### src/rtl/time_countdown4.sv
// Four-digit BCD MM:SS countdown timer with a built-in clock-enable prescaler.
// Loads a clamped preset, decrements once per tick while running, raises done at 00:00.
module time_countdown4 #(
  parameter int TICK_DIV = 100000000,
  parameter int PW       = 27
) (
  input  logic       clk,
  input  logic       rst,
  input  logic       load,
  input  logic       start,
  input  logic [3:0] set_m1,
  input  logic [3:0] set_m0,
  input  logic [3:0] set_s1,
  input  logic [3:0] set_s0,
  output logic [3:0] m1,
  output logic [3:0] m0,
  output logic [3:0] s1,
  output logic [3:0] s0,
  output logic       running,
  output logic       done,
  output logic       tick,
  output logic [1:0] o_dbg_state
);

  // Debug encoding of o_dbg_state: 0 IDLE, 1 RUN, 2 PAUSE, 3 DONE.
  localparam logic [1:0] S_IDLE  = 2'd0;
  localparam logic [1:0] S_RUN   = 2'd1;
  localparam logic [1:0] S_PAUSE = 2'd2;
  localparam logic [1:0] S_DONE  = 2'd3;

  localparam logic [PW-1:0] TERM = PW'(TICK_DIV - 1);

  logic [1:0]    r_state;
  logic [PW-1:0] r_presc;
  logic [3:0]    r_m1, r_m0, r_s1, r_s0;
  logic          r_running, r_done, r_tick;

  logic [1:0] w_state_nx;
  logic       w_fire;
  logic       w_zero, w_one;
  logic [3:0] w_ld_m1, w_ld_m0, w_ld_s1, w_ld_s0;
  logic [3:0] w_dc_m1, w_dc_m0, w_dc_s1, w_dc_s0;

  assign w_zero = ({r_m1, r_m0, r_s1, r_s0} == 16'h0000);
  assign w_one  = ({r_m1, r_m0, r_s1, r_s0} == 16'h0001);

  assign w_ld_m1 = (set_m1 > 4'd9) ? 4'd9 : set_m1;
  assign w_ld_m0 = (set_m0 > 4'd9) ? 4'd9 : set_m0;
  assign w_ld_s1 = (set_s1 > 4'd5) ? 4'd5 : set_s1;
  assign w_ld_s0 = (set_s0 > 4'd9) ? 4'd9 : set_s0;

  // load beats start; start beats the prescaler terminal count (pause wins).
  always_comb begin
    w_state_nx = r_state;
    w_fire     = 1'b0;
    if (load) begin
      w_state_nx = S_IDLE;
    end else if (start) begin
      case (r_state)
        S_IDLE:  w_state_nx = w_zero ? S_DONE : S_RUN;
        S_RUN:   w_state_nx = S_PAUSE;
        S_PAUSE: w_state_nx = S_RUN;
        default: w_state_nx = r_state;
      endcase
    end else if (r_state == S_RUN && r_presc == TERM) begin
      w_fire = 1'b1;
      if (w_one) w_state_nx = S_DONE;
    end
  end

  // MM:SS borrow chain; m1 never underflows since counting stops at 00:00.
  always_comb begin
    w_dc_m1 = r_m1;
    w_dc_m0 = r_m0;
    w_dc_s1 = r_s1;
    w_dc_s0 = r_s0;
    if (r_s0 != 4'd0) begin
      w_dc_s0 = r_s0 - 4'd1;
    end else begin
      w_dc_s0 = 4'd9;
      if (r_s1 != 4'd0) begin
        w_dc_s1 = r_s1 - 4'd1;
      end else begin
        w_dc_s1 = 4'd5;
        if (r_m0 != 4'd0) begin
          w_dc_m0 = r_m0 - 4'd1;
        end else begin
          w_dc_m0 = 4'd9;
          w_dc_m1 = r_m1 - 4'd1;
        end
      end
    end
  end

  always_ff @(posedge clk or negedge rst) begin
    if (!rst) begin
      r_state   <= S_IDLE;
      r_presc   <= '0;
      r_m1      <= 4'd0;
      r_m0      <= 4'd0;
      r_s1      <= 4'd0;
      r_s0      <= 4'd0;
      r_running <= 1'b0;
      r_done    <= 1'b0;
      r_tick    <= 1'b0;
    end else begin
      r_state   <= w_state_nx;
      r_running <= (w_state_nx == S_RUN);
      r_done    <= (w_state_nx == S_DONE);
      r_tick    <= w_fire;
      if (load) begin
        r_m1 <= w_ld_m1;
        r_m0 <= w_ld_m0;
        r_s1 <= w_ld_s1;
        r_s0 <= w_ld_s0;
      end else if (w_fire) begin
        r_m1 <= w_dc_m1;
        r_m0 <= w_dc_m0;
        r_s1 <= w_dc_s1;
        r_s0 <= w_dc_s0;
      end
      // Any entry into RUN (start or resume) begins a full tick period.
      if (r_state == S_RUN && w_state_nx == S_RUN && !w_fire)
        r_presc <= r_presc + PW'(1);
      else
        r_presc <= '0;
    end
  end

  assign m1          = r_m1;
  assign m0          = r_m0;
  assign s1          = r_s1;
  assign s0          = r_s0;
  assign running     = r_running;
  assign done        = r_done;
  assign tick        = r_tick;
  assign o_dbg_state = r_state;

endmodule

### config.mk
export PLATFORM = sky130hd
export DESIGN_NAME = time_countdown4
export DESIGN_NICKNAME = d
export VERILOG_FILES = /design/src/rtl/time_countdown4.sv
export SDC_FILE = /design/constraint.sdc
export NUM_CORES = 1
export LEC_CHECK = 0
export ABC_AREA = 1
export CAP_MARGIN = 20
export CORE_AREA = 2 2 111 113
export DETAILED_ROUTE_END_ITERATION = 8
export DIE_AREA = 0 0 113 115
export MAX_ROUTING_LAYER = met4
export SYNTH_ARGS = -nofsm -noshare
export SYNTH_HDL_FRONTEND = slang
export SYNTH_SLANG_ARGS = --single-unit
### constraint.sdc
create_clock -name clk -period 4.5 [get_ports clk]
set_input_delay 0.9 -clock clk [delete_from_list [all_inputs] [get_ports clk]]
set_output_delay 0.9 -clock clk [all_outputs]
set_load 0.05 [all_outputs]
==> run summary, run 1 <==
Status: finished with violations
Failing checks: design-rule violations
Fillcell total: 1289
Largest family of logic cells by synthesized area: simple AND/OR/NAND/NOR gates
Gpl congestion: 0.861
GRT Total Usage: 11.3%
Worst Clk Skew: 0.00323 ns
Syn_area_per_cell: 7.61 µm²
Critical-path cell list: clkdlybuf4s50_1 > clkinv_1 > nand4_1 > nand2_1 > inv_2 > nand3_4 > nor2_1
TNS Setup: 0 ns
Xor and xnor area share after synthesis: 7.53%
Final min period: 2.66 ns
Post-CTS setup buffer count: 0
Mux cell area share after synthesis: 0%
EDFF count, synth: 0
P_leak: 1.47 nW
# port buffers: 40
Fin nets: 448
GRT overflow: 0
PostCTS Resize Cnt: 0
P per Cell Area: 340 mW/mm²
Final core utilization: 30.6%
CP endpoint kind: register
Max stage delay cell, worst path: clkdlybuf4s50_1
Post-Syn Nets: 405
Register area share after synthesis: 41.3%
Reg clk slew, reported paths: 0.06 ns
Most frequent cell after synthesis: nand2_1
Power share of the sequential group: 40.1%
Root buf cell: clkbuf_16
Type of the most critical hold path: register to register
Clk_lat worst skew: 0.28 ns
Synth top cells by count: 83 x nand2_1, 50 x nor2_1, 48 x dfrtp_1, 45 x inv_1, 27 x nor2_2
Final Setup Violations: 0
Drc violations: 7
Share of the synthesized area in compound gates (AO/OA/AOI/OAI): 7.49%
Final Hold Vio Count: 0
Vias in the first global route: 2647
Row cnt: 40
Synth area leader: dfrtp_1
Crit path launch type: input pin
Drt pass-1 iters: 6
Achievable frequency: 375 MHz
Initial Util: 24.6%
Number of antenna-violating nets in the routed design: 0
H-tree depth: 2
CP Class: input pin to register
Logic gate share of total power: 29.2%
Post-route cell area: 0.00361 mm²
Worst Tran Pin Value: 0.621 ns
Primary FF master, synth: dfrtp_1
ANT cells: 0
P&R area growth vs syn: 24.2%
DRT iter0 DRCs: 149
Synth Register Bits: 48
Die Y-Extent: 115 µm
Placed cell area: 0.00344 mm²
Largest net degree at the start of global routing: 49
Cts bufs inserted: 5
Io pins: 41
Pint: 0.000805 W
Cell variety after synth: 31
Worst Path Arrival: 2.87 ns
Mapped cell area: 0.00291 mm²
Rel. slew slack: 58.4%
Top cells by area, synth: dfrtp_1 41%, nand2_1 11%, nor2_1 6.5%
Core ar.: 0.0118 mm²
Async set-reset flop share out of synthesis: 100%
Worst hold margin: 0.511 ns
Synth Instances: 382
Switching share of power: 34.5%
Max rail drop VDD: 0.151 mV
CTS Sinks: 48
Vias per cell: 4.53
Synth top area share: 41.3%
Initial antenna violation count: 0
First-pass GRT wire length: 11.8 mm
Die Wd: 113 µm
Fin crit share: 59.2%
Max Cap Viol: 0
Post-Synth Simple-Gate Area: 33.8%
Die ar.: 0.0130 mm²
Overall Power: 0.00123 W
CTS tree: done
Largest fanout on the critical path: 27
Max Slew Vio Count: 0
Synth warn: 0
Final HPWL DP: 5.06 mm
Clock power frac: 30.7%
Critical path required time: 4.71 ns
Post-Synth Adder-Cell Area: 1.29%
Slowest cell delay on critical path: 0.87 ns
Bufs on Longest Clock Path: 2
NetSw: 0.000423 W
Share of cells above drive strength 1: 12.9%
CTS Hold Buffers Added: 0
Via count: 2597
WL/cell: 12.0 µm
Unrepaired setup endpoints after global routing: no
Final wirelength: 6.89 mm
power groups by stage:
stage               clock network, W  registers [W]  logic, W
floorplan                          0       0.000602  0.000131
global placement                   0       0.000500  0.000350
detailed placement                 0       0.000501  0.000356
CTS                         0.000388       0.000493  0.000357
global route                0.000405       0.000498  0.000392
finish                      0.000378       0.000492  0.000359
cell type report:
cell class / instances / area [µm²] / area share (%)
clock buffer: 8 / 146 / 4.05
inverter: 51 / 191 / 5.30
multi-input combinational: 277 / 1460 / 40.4
sequential: 48 / 1200 / 33.3
tap: 147 / 184 / 5.09
timing repair buffer: 42 / 430 / 11.9
through the flow:
stage          worst slack [ns]  cells
2_1_floorplan              2.54    382
3_3_place_gp               1.62    564
3_5_place_dp               1.54    564
4_1_cts                    1.84    572
5_1_grt                    1.63    573
6_report                   1.84    573
registers in the layout, summed over array words and instances (netlist names):
signal / cells
tick: 1
r_presc: 27
m1: 4
running: 1
s1: 4
m0: 4
done: 1
s0: 4
o_dbg_state: 2
critical path, delay by kind of cell:
family	cells	cell delay, ns
simple gates	4	0.77
buf+inv	3	1.18
placed cells by master (no fill, tap or decap), types with 2 or more instances in the layout:
cell / instances
nor2_1: 50
nand2_2: 3
nor3_1: 9
clkdlybuf4s50_1: 39
o21ai_0: 24
a22oi_1: 2
or2_2: 2
ha_1: 3
clkbuf_16: 5
inv_2: 5
dfrtp_1: 48
xor2_1: 21
nand4_1: 9
nand2_1: 83
nor2_2: 27
o22ai_1: 2
nor3_2: 3
inv_1: 45
xnor2_1: 4
a21oi_1: 7
nand3_1: 19
nor2_4: 2
clkbuf_1: 2
kinds of logic after synthesis:
kind of cell,count (synthesis)
flops,48
buf+inv,57
xor+xnor,25
simple gates,210
compound gates,39
fa+ha+maj,3
final timing paths:
kind | from | to | slack, ns | cells past startpoint
worst max-delay path | load | r_presc[2]$_DFF_PN0_ | 1.84 | 7
worst min-delay path | m1[1]$_DFFE_PN0P_ | m1[1]$_DFFE_PN0P_ | 0.51 | 2
worst max register to register | r_presc[0]$_DFF_PN0_ | r_presc[2]$_DFF_PN0_ | 2.54 | 10
worst min register to register | m1[1]$_DFFE_PN0P_ | m1[1]$_DFFE_PN0P_ | 0.51 | 2
max in group asynchronous | rst | r_presc[15]$_DFF_PN0_ | 3.35 | 2
min in group asynchronous | rst | s1[0]$_DFFE_PN0P_ | 0.61 | 1
metal layers:
metal	vias to the layer above	global-route usage (%)	routed length, µm
met1	1236	14.2	3170
met2	65	19.0	3210
met5	-	-	0
met3	10	2.48	455
li1	1286	-	-
met4	0	2.36	48
Power figures use the tool's default switching activity.
==> run 2: changes to the inputs <==
==> constraint.sdc (replaced) <==
create_clock -name clk -period 2.6 [get_ports clk]
set_input_delay 0.52 -clock clk [delete_from_list [all_inputs] [get_ports clk]]
set_output_delay 0.52 -clock clk [all_outputs]
set_load 0.05 [all_outputs]
==> run 2 against run 1 <==
Effect of this change: the run still ends with design-rule violations left; highest routed layer unchanged; utilization is 0.15 points higher; clock power is 93% higher; routed wire length hardly changed; combinational power rose by 72%; final area grew 0.49%; flip-flop and latch count is the same; clock-buffer cell count shrank 2.
==> run summary, run 2 (synthesis results as in run 1) <==
Max reg flops: 27 (unchanged)
TNS Setup: 0 ns (unchanged)
Fin crit share: 82.6%
Worst Tran Pin Value: 0.538 ns (-0.0835 ns)
Buf/Inv on CP: 1 (-2)
Commonest non-fill, non-tap cells in the layout: 83 x nand2_1, 50 x nor2_1, 48 x dfrtp_1
Type of the most critical hold path: input pin to asynchronous set/reset pin
GRT Total Usage: 11.3% (about the same)
PostCTS Resize Cnt: 0 (unchanged)
Final HPWL DP: 5.16 mm (+1.8%)
FF-to-FF setup slack: 0.60 ns (-1.94 ns)
Die ar.: 0.0130 mm² (unchanged)
Max Cap Viol: 0 (unchanged)
Fin nets: 449 (+0.22%)
Final min period: 2.15 ns
P_leak: 1.48 nW (+0.76%)
Max Slew Vio Count: 0 (unchanged)
Worst Path Arrival: 1.63 ns (-1.24 ns)
Max rail drop VDD: 0.309 mV (+100%)
Io pins: 41 (unchanged)
Initial antenna violation count: 0 (unchanged)
Vias in the first global route: 2512 (-5.1%)
First-pass GRT wire length: 11.7 mm (-0.64%)
Wire length on met2: 3.14 mm (-2.2%)
Final core utilization: 30.7% (+0.15 points)
Final Hold Vio Count: 0 (unchanged)
Uppermost layer routed: met4
Biggest register: r_presc
Footprint of the multi-input gates: 0.00146 mm² (unchanged)
DRT iter0 DRCs: 196 (+32%)
H-tree depth: 2 (unchanged)
CTS Hold Buffers Added: 0 (unchanged)
Crit path max-delay family: buffers and inverters
Rel. slew slack: 64.1% (+5.7 points)
Post-route cell area: 0.00363 mm² (+0.49%)
Critical-path cell list: clkdlybuf4s50_1
Row cnt: 40 (unchanged)
Root buf cell: clkbuf_16
R2R Path Start: r_presc[0]$_DFF_PN0_
Placed cell area: 0.00346 mm² (+0.80%)
Final wirelength: 6.88 mm (about the same)
Metal3 WL: 354 µm (-22%)
Crit path launch type: register
Critical path required time: 2.08 ns (-2.63 ns)
Leading cell type in the layout, fill and taps excluded: nand2_1
Gpl congestion: 0.891 (+3.5%)
Die Wd: 113 µm (unchanged)
Post-CTS setup buffer count: 0 (unchanged)
P&R area growth vs syn: 24.8%
WL/cell: 12.0 µm (-0.25%)
Cts bufs inserted: 5 (unchanged)
R2R depth: 10 (unchanged)
Storage cell area: 0.00120 mm² (unchanged)
Max stage delay cell, worst path: clkdlybuf4s50_1
Die Y-Extent: 115 µm (unchanged)
Share of cells above drive strength 1: 13.3% (+0.44 points)
CP Class: register to primary output
Achievable frequency: 466 MHz
Drt pass-1 iters: 6 (unchanged)
Core ar.: 0.0118 mm² (unchanged)
GRT overflow: 0 (unchanged)
Clk_lat worst skew: 0.29 ns (about the same)
Number of antenna-violating nets in the routed design: 0 (unchanged)
Bufs on Longest Clock Path: 2 (unchanged)
Reg clk slew, reported paths: 0.07 ns (about the same)
P per Cell Area: 606 mW/mm² (+78%)
Slowest cell delay on critical path: 0.86 ns (about the same)
ANT cells: 0 (unchanged)
Largest net degree at the start of global routing: 29 (-41%)
Final Setup Violations: 0 (unchanged)
Worst Clk Skew: 0.00742 ns (+0.00419 ns)
Via count: 2530 (-2.6%)
Largest fanout on the critical path: 6 (-78%)
CTS Sinks: 48 (unchanged)
Status: finished with violations
CTS tree: done
CP endpoint kind: primary output
Drc violations: 7 (unchanged)
Failing checks: design-rule violations
Crit Reg-Reg Endpoint: r_presc[2]$_DFF_PN0_
Post-Route M1 WL: 3.33 mm (+5.0%)
Fillcell total: 1274 (-1.2%)
Initial Util: 24.6% (unchanged)
Unrepaired setup endpoints after global routing: no
Vias per cell: 4.41 (-2.7%)
# port buffers: 40 (unchanged)
run 2: cell count changes in the layout (fill, tap and decap cells not counted):
cell	change
clkbuf_1	-1
buf_12	+1
buf_4	+1
buf_16	-1
clkinv_2	+1
clkbuf_8	-1
bufinv_16	+1
run 2: worst max-delay path by stage:
stage	slack, ns	start	to	depth (start not counted)
CTS	0.44	s0[0]$_DFFE_PN0P_	s0[0]	1
global route	0.36	r_presc[0]$_DFF_PN0_	r_presc[5]$_DFF_PN0_	10
floorplan	0.69	m1[0]$_DFFE_PN0P_	r_presc[12]$_DFF_PN0_	12
detailed placement	0.36	start	r_presc[2]$_DFF_PN0_	6
finish	0.45	s0[0]$_DFFE_PN0P_	s0[0]	1
global placement	0.41	start	r_presc[1]$_DFF_PN0_	6
run 2: layout make-up:
type | count | area share, %
clock buffers | 6 | 3.55
clock inverters | 2 | 0.966
inverters | 51 | 5.28
multi-input cells | 277 | 40.2
flip-flops and latches | 48 | 33.1
well taps | 147 | 5.07
repair buffers | 43 | 11.9
run 2: metrics by stage:
| step | std cells | worst slack [ns] | hold WS (ns) | power (W) |
|---|---|---|---|---|
| floorplan | 382 | 0.691 | 0.224 | 0.00127 |
| global placement | 566 | 0.407 | 0.481 | 0.00147 |
| detailed placement | 566 | 0.361 | 0.486 | 0.00149 |
| CTS | 574 | 0.442 | 0.227 | 0.00223 |
| global route | 574 | 0.358 | 0.239 | 0.00233 |
| finish | 574 | 0.452 | 0.208 | 0.00220 |
run 2: where the power goes:
| group | switching [W] | internal (W) | total (W) | leakage, nW |
|---|---|---|---|---|
| combinational | 0.000407 | 0.000209 | 0.000616 | 0.757 |
| sequential | 0.0000517 | 0.000800 | 0.000851 | 0.644 |
| clock | 0.000278 | 0.000453 | 0.000731 | 0.0808 |
| total | 0.000737 | 0.00146 | 0.00220 | 1.48 |
run 2: routing by layer:
metal	global-route usage [%]	vias up
met4	1.71	0
met1	14.6	1178
li1	-	1289
met2	18.4	54
met3	2.90	9
met5	-	-
